[config.mk]
export PLATFORM = sky130hd
export DESIGN_NAME = counter_sum_monitor
export DESIGN_NICKNAME = d
export VERILOG_FILES = /design/src/rtl/counter_sum_monitor.sv
export SDC_FILE = /design/constraint.sdc
export NUM_CORES = 1
export LEC_CHECK = 0
export CORE_ASPECT_RATIO = 0.9
export CORE_MARGIN = 1.5
export CORE_UTILIZATION = 30
export DETAILED_ROUTE_END_ITERATION = 16
export PLACE_DENSITY = 0.54
export SETUP_SLACK_MARGIN = 0.1
export SYNTH_ARGS = -nofsm -noshare
export SYNTH_HDL_FRONTEND = slang
export SYNTH_SLANG_ARGS = --single-unit
[constraint.sdc]
create_clock -name clk -period 3.7 [get_ports clk]
set_input_delay 0.74 -clock clk [delete_from_list [all_inputs] [get_ports clk]]
set_output_delay 0.74 -clock clk [all_outputs]
set_load 0.01 [all_outputs]
[src/rtl/counter_sum_monitor.sv]
// Threshold-crossing and wrap monitor for the summed counter value.
// Raises UP/DOWN/WRAP events into a 2-entry FIFO and tracks wrap count and maximum.
module counter_sum_monitor #(
  parameter int SIZE  = 10,
  parameter int CNT_W = 8
) (
  input  logic            clk,
  input  logic            rst,
  input  logic            en,
  input  logic [SIZE-1:0] in_val,
  input  logic [SIZE-1:0] thresh,
  input  logic            evt_ready,
  output logic            evt_valid,
  output logic [1:0]      evt_code,
  output logic [SIZE-1:0] evt_data,
  output logic            evt_drop,
  output logic [CNT_W-1:0] wrap_cnt,
  output logic [SIZE-1:0] max_val
);

  typedef enum logic [1:0] {
    S_INIT,
    S_BELOW,
    S_ABOVE
  } state_t;

  state_t          r_state;
  state_t          w_state_nxt;
  logic [SIZE-1:0] r_prev;
  logic [SIZE-1:0] r_max;
  logic [CNT_W-1:0] r_wraps;
  logic            r_drop;
  logic [1:0]      r_cnt;
  logic [1:0]      r_code0;
  logic [1:0]      r_code1;
  logic [SIZE-1:0] r_data0;
  logic [SIZE-1:0] r_data1;

  logic            w_ge;
  logic            w_wrap;
  logic [1:0]      w_code;
  logic            w_pop;
  logic            w_push;
  logic [1:0]      w_slot;

  assign w_ge   = in_val >= thresh;
  assign w_wrap = en && (r_state != S_INIT) && (in_val < r_prev);

  always_comb begin
    w_state_nxt = r_state;
    w_code      = 2'b00;
    if (en) begin
      w_state_nxt = w_ge ? S_ABOVE : S_BELOW;
      unique case (r_state)
        S_BELOW: if (w_ge)  w_code = 2'b01;
        S_ABOVE: if (!w_ge) w_code = 2'b10;
        default: w_code = 2'b00;
      endcase
      // wrap outranks any crossing on the same sample
      if (w_wrap) w_code = 2'b11;
    end
  end

  assign w_pop  = (r_cnt != 2'd0) && evt_ready;
  assign w_push = (w_code != 2'b00) && ((r_cnt != 2'd2) || w_pop);
  assign w_slot = r_cnt - {1'b0, w_pop};

  always_ff @(posedge clk) begin
    if (rst) begin
      r_state <= S_INIT;
      r_prev  <= '0;
      r_max   <= '0;
      r_wraps <= '0;
      r_drop  <= 1'b0;
      r_cnt   <= 2'd0;
      r_code0 <= 2'b00;
      r_code1 <= 2'b00;
      r_data0 <= '0;
      r_data1 <= '0;
    end else begin
      r_state <= w_state_nxt;
      if (en) begin
        r_prev <= in_val;
        if (in_val > r_max) r_max <= in_val;
        if (w_wrap && !(&r_wraps)) r_wraps <= r_wraps + 1'b1;
      end
      if (w_pop) begin
        r_code0 <= r_code1;
        r_data0 <= r_data1;
      end
      // push lands in the first free slot after this cycle's pop
      if (w_push) begin
        if (w_slot == 2'd0) begin
          r_code0 <= w_code;
          r_data0 <= in_val;
        end else begin
          r_code1 <= w_code;
          r_data1 <= in_val;
        end
      end
      if ((w_code != 2'b00) && !w_push) r_drop <= 1'b1;
      r_cnt <= r_cnt - {1'b0, w_pop} + {1'b0, w_push};
    end
  end

  assign evt_valid = r_cnt != 2'd0;
  assign evt_code  = evt_valid ? r_code0 : 2'b00;
  assign evt_data  = evt_valid ? r_data0 : '0;
  assign evt_drop  = r_drop;
  assign wrap_cnt  = r_wraps;
  assign max_val   = r_max;

endmodule
After elaboration in Yosys (flattened, before gate mapping)
Index checks and enable logic that the tools add are counted.
{"block": "totals", "out_inout_bits": 32, "input_bits": 24, "register_bits": 57}
{"block": "op_classes", "muxes": 14, "n_eq_ne": 3, "n_lt_le_gt_ge": 3, "addsub": 3, "bitwise_logic": 1, "reduce_logical": 17}
{"op": "10-bit 2-to-1 mux", "n": 4}
{"op": "2-bit 2-to-1 mux", "n": 8}
{"op": "10-bit greater-or-equal comparator", "n": 1}
{"op": "10-bit greater-than comparator", "n": 1}
{"op": "10-bit less-than comparator", "n": 1}
{"op": "8-bit by 1-bit adder with 8-bit output, second input constant", "n": 1}
{"op": "8-bit AND reduction", "n": 1}
{"op": "1-bit logical AND", "n": 6}
{"op": "2-bit AND reduction", "n": 3}
{"op": "2-bit nonzero test", "n": 3}
{"op": "2-bit one-hot mux with 2 select lines", "n": 1}
{"op": "2-bit by 1-bit adder with 2-bit output", "n": 1}
{"op": "2-bit by 1-bit equality test with 1-bit output, second input constant", "n": 1}
{"op": "2-bit equality test, second input constant", "n": 1}
{"op": "1-bit zero test", "n": 2}
{"op": "2-bit zero test", "n": 1}
{"op": "2-bit != test, second input constant", "n": 1}
{"op": "2-bit by 1-bit subtractor with 2-bit output", "n": 1}
{"op": "1-bit logical OR", "n": 1}
{"op": "1-bit 2-to-1 mux", "n": 1}
{"op": "1-bit inverter", "n": 1}

Longest topological paths before layout
{"block": "logic_depth", "ltp_word": 9, "ltp_mapped": 11, "depth_no_buf": 11}

Worst setup path after synthesis
OpenSTA, ideal clock, no wires.
{"block": "synth_timing", "path_type": "input-to-reg", "startpoint": "in in_val[0]", "endpoint": "reg r_cnt[0]", "slack_ns": 1.022, "path_stages": 10, "path_buffers": 0, "arrival_ns": 2.550, "cell_sequence": "inv_1 > ha_1 > nand2b_1 > a21oi_1 > nor4_2 > o311a_1 > a211o_4 > nor2b_1 > ha_1 > nor2b_1"}
{"block": "synth_between", "elab_chain_len": 8, "word_cells_on_any_way": 11}
{"element": "from (decl)", "line_no": "10", "rtl": "input logic [SIZE-1:0] in_val,"}
{"element": "10-bit greater-or-equal comparator", "line_no": "46", "rtl": "assign w_ge = in_val >= thresh;"}
{"element": "1-bit 2-to-1 mux / 2-bit 2-to-1 mux (equally long branches)", "line_no": "55, 56"}
{"element": "2-bit one-hot mux with 2 select lines", "line_no": "54", "rtl": "unique case (r_state)"}
{"element": "2-bit 2-to-1 mux (*)", "line_no": "60", "rtl": "if (w_wrap) w_code = 2'b11;"}
{"element": "2-bit 2-to-1 mux (*)", "line_no": "52", "rtl": "if (en) begin"}
{"element": "2-bit nonzero test (*)", "line_no": "65", "rtl": "assign w_push = (w_code != 2'b00) && ((r_cnt != 2'd2) || w_pop);"}
{"element": "1-bit logical AND (*)", "line_no": "65"}
{"element": "2-bit by 1-bit adder with 2-bit output (*)", "line_no": "102", "rtl": "r_cnt <= r_cnt - {1'b0, w_pop} + {1'b0, w_push};"}
{"element": "to (signal assigned)", "line_no": "102"}
{"element": "to (decl)", "line_no": "33", "rtl": "logic [1:0] r_cnt;"}
Mark *: on every way between the ends. The rest lies on a longest branch, timed or not.
A chain may end at the register's enable or synchronous reset.

Final worst setup path
{"block": "layout_timing", "startpoint": "in in_val[0]", "endpoint": "reg r_cnt[1]"}
Same word-level chain as after synthesis.

==> results.py <==
metrics = {
    "grt": {
        "grt_usage": 0.135,
        "grt_max_degree": 34,
        "antenna_found_initial": 0,
        "grt_overflow": 0,
        "grt_pass1_vias": 2450,
        "grt_pass1_wl_um": 12200,
    },
    "logic_synthesis": {
        "synth_top_cell_area_share": 0.339,
        "yosysSeqAreaShare": 0.339,
        "syn_inst": 356,
        "synthTopCellsByArea": "dfxtp_1, mux2i_1, ha_1",
        "yosysUniqueCellTypes": 41,
        "avgSynthCellArea_um2": 9.45,
        "ys_ff_latch": 57,
        "syn_nets": 415,
        "ys.warnings.count": 0,
        "synth_area_um2": 3360,
        "synth_largest_area_cell": "dfxtp_1",
    },
    "critical_path": {
        "critPathKind": "primary input to flop",
        "end_kind": "flop",
        "crit_start": "in_val[0]",
        "critPathLaunchType": "primary input",
        "timing.rr.end": "r_cnt[1]",
        "crit_arrival_ns": 3.31,
        "rr_worst_depth": 10,
        "worstSetupEndpoint": "r_cnt[1]",
        "worstPathMaxFanout": 5,
        "worstPathRequired_ns": 3.90,
        "r2r-start": "r_prev[7]",
        "reg2reg_setup_slack_ns": 1.31,
    },
    "floorplan": {
        "die_h_um": 103,
        "start_util": 0.310,
        "core_um2": 10900,
        "rows": 36,
        "die_x_um": 115,
        "die_area_um2": 11900,
        "pin_count": 56,
    },
    "timing": {
        "worst_pin_slew_ns": 0.603,
        "period_minus_slack_ns": 3.11,
        "slew_viol_final": 0,
        "max_freq_ghz": 0.321,
        "holdWs_ns": 0.472,
        "slew_headroom": 0.597,
        "period_share": 0.842,
        "rsz0062_at_grt": "no",
        "finalSetupViolCount": 0,
        "finalHoldViolCount": 0,
        "fin_skew_ns": 0.00456,
        "final.setup.tns_ns": 0,
    },
    "clock_tree": {
        "cts_tree": "built",
        "worstSkewPairLatency_ns": 0.32,
        "cts_buffers": 9,
        "cts.sinks": 57,
        "clk_pin_slew_ns": 0.05,
        "ctsHoldBuffers": 0,
        "cts_setup_buffers": 0,
        "cts_buffer_depth": 2,
        "htreeDepth": 3,
        "clock_tree.root_cell": "clkbuf_16",
        "cts_resized": 0,
    },
    "pwr": {
        "vdd_drop_max_mv": 0.220,
        "leakage_uw": 0.00201,
        "powerDensity_nw_per_um2": 440,
    },
    "route": {
        "wl_per_cell_um": 12.6,
        "wirelength_um": 7290,
        "vias_per_cell": 4.37,
        "via_count": 2530,
        "dr.pass1.iters": 4,
        "drcViolationCount": 0,
        "ant_nets": 0,
        "drt_iter0_markers": 75,
    },
    "final_layout": {
        "synthToLayoutAreaGrowth_pct": 31.4,
        "drive_gt1_frac": 0.119,
        "n_antenna_cell": 0,
        "nets": 481,
    },
    "placement": {
        "io_buffers": 55,
        "dp_hpwl_um": 5630,
        "gp_congestion": 0.777,
    },
    "min_path": {
        "min_path_type": "flop to flop",
    },
    "outcome": {
        "status": "finished clean",
    },
    "flow_run": {
        "drv_cap": 0,
    },
}
worst max-delay path: stages:
cell and delay (ns):
clkdlybuf4s50_1 0.56, inv_1 0.10, ha_1 0.29, nand2b_1 0.14, a21oi_1 0.18, nor4_2 0.07, o311a_1 0.36, a211o_4 0.31
nor2b_1 0.14, ha_1 0.20, xor2_1 0.16, nor2_1 0.05
flip-flops by register name (all words and copies together) (netlist names):
| register | flops |
|---|---|
| evt_drop | 1 |
| r_data0 | 10 |
| r_state | 2 |
| r_code1 | 2 |
| r_data1 | 10 |
| r_cnt | 2 |
| max_val | 10 |
| r_code0 | 2 |
| wrap_cnt | 8 |
| r_prev | 10 |
synthesized netlist by cell type, drive strengths merged:
cell	instances
nor4	2
mux2	4
inv	36
dfxtp	57
a211o	1
o21bai	1
xnor2	2
or2	10
nor3b	1
nor2b	17
buf	5
a21o	4
nand2b	22
a211oi	4
a41oi	1
nand4b	1
o211ai	1
nand2	6
nor2	42
o21ai	3
o311a	1
a21oi	10
nand4	8
and3	6
xor2	7
o21a	1
nor3	3
mux2i	54
ha	35
clkbuf	9
o311ai	1
nand3	1
metrics by stage:
stage / total power (µW) / instances / worst slack, ns / util / cell area, µm²
floorplan: 1000 / 356 / 1.02 / - / 3360
global placement: 1140 / 563 / 0.275 / 0.380 / 4120
detailed placement: 1150 / 563 / 0.240 / 0.380 / 4120
CTS: 1980 / 579 / 0.571 / 0.407 / 4420
global route: 2060 / 579 / 0.419 / 0.407 / 4420
finish: 1950 / 579 / 0.585 / 0.407 / 4420
placed cells by master (no fill, tap or decap), types with 2 or more instances in the layout:
cell and count:
a211oi_1 3, a21o_1 4, a21oi_1 10, and3_1 6, buf_4 14, clkbuf_16 9, clkdlybuf4s50_1 54, clkinv_2 2
clkinvlp_4 2, dfxtp_1 57, ha_1 35, inv_1 36, mux2_1 4, mux2i_1 54, nand2_1 5, nand2b_1 22
nand4_1 7, nor2_1 42, nor2b_1 17, nor3_2 2, o21ai_0 3, or2_2 10, xnor2_1 2, xor2_1 7
layout make-up:
cell class | count | area (µm²)
Inverter | 36 | 135
Fill cell | 1089 | 6430
Clock buffer | 11 | 243
Multi-Input combinational cell | 249 | 2010
Clock inverter | 5 | 55.1
Timing Repair Buffer | 69 | 651
Tap cell | 152 | 190
Sequential cell | 57 | 1140
worst min-delay path by stage:
stage | start | end | slack, ns | cells after the start
floorplan | r_data1[0] | r_data1[0] | 0.45 | 2
global placement | r_data1[1] | r_data1[1] | 0.46 | 2
detailed placement | r_data1[2] | r_data1[2] | 0.47 | 2
CTS | r_data1[2] | r_data1[2] | 0.47 | 2
global route | r_data1[2] | r_data1[2] | 0.49 | 2
finish | r_data1[9] | r_data1[9] | 0.47 | 2
metal layers:
layer | part of all wire | track usage | vias to the layer above
li1 | - | - | 1329
met1 | 0.52 | 0.182 | 1152
met4 | 0.016 | 0.0577 | 0
met2 | 0.43 | 0.206 | 40
met5 | 0 | 0 | -
met3 | 0.035 | 0.0326 | 9
power breakdown:
part           switching, µW  internal, µW
clock                    281           536
sequential              27.1           662
combinational            227           215
total                    535          1410
cell families after synthesis:
family	share of synthesized area
XOR/XNOR	0.0234
flip-flops	0.339
AO/OA/AOI/OAI	0.0640
multiplexers	0.174
AND/OR/NAND/NOR	0.205
adder cells (fa/ha/maj)	0.130
buffers and inverters	0.0643
Note: power is estimated with default switching activity, not from simulation.
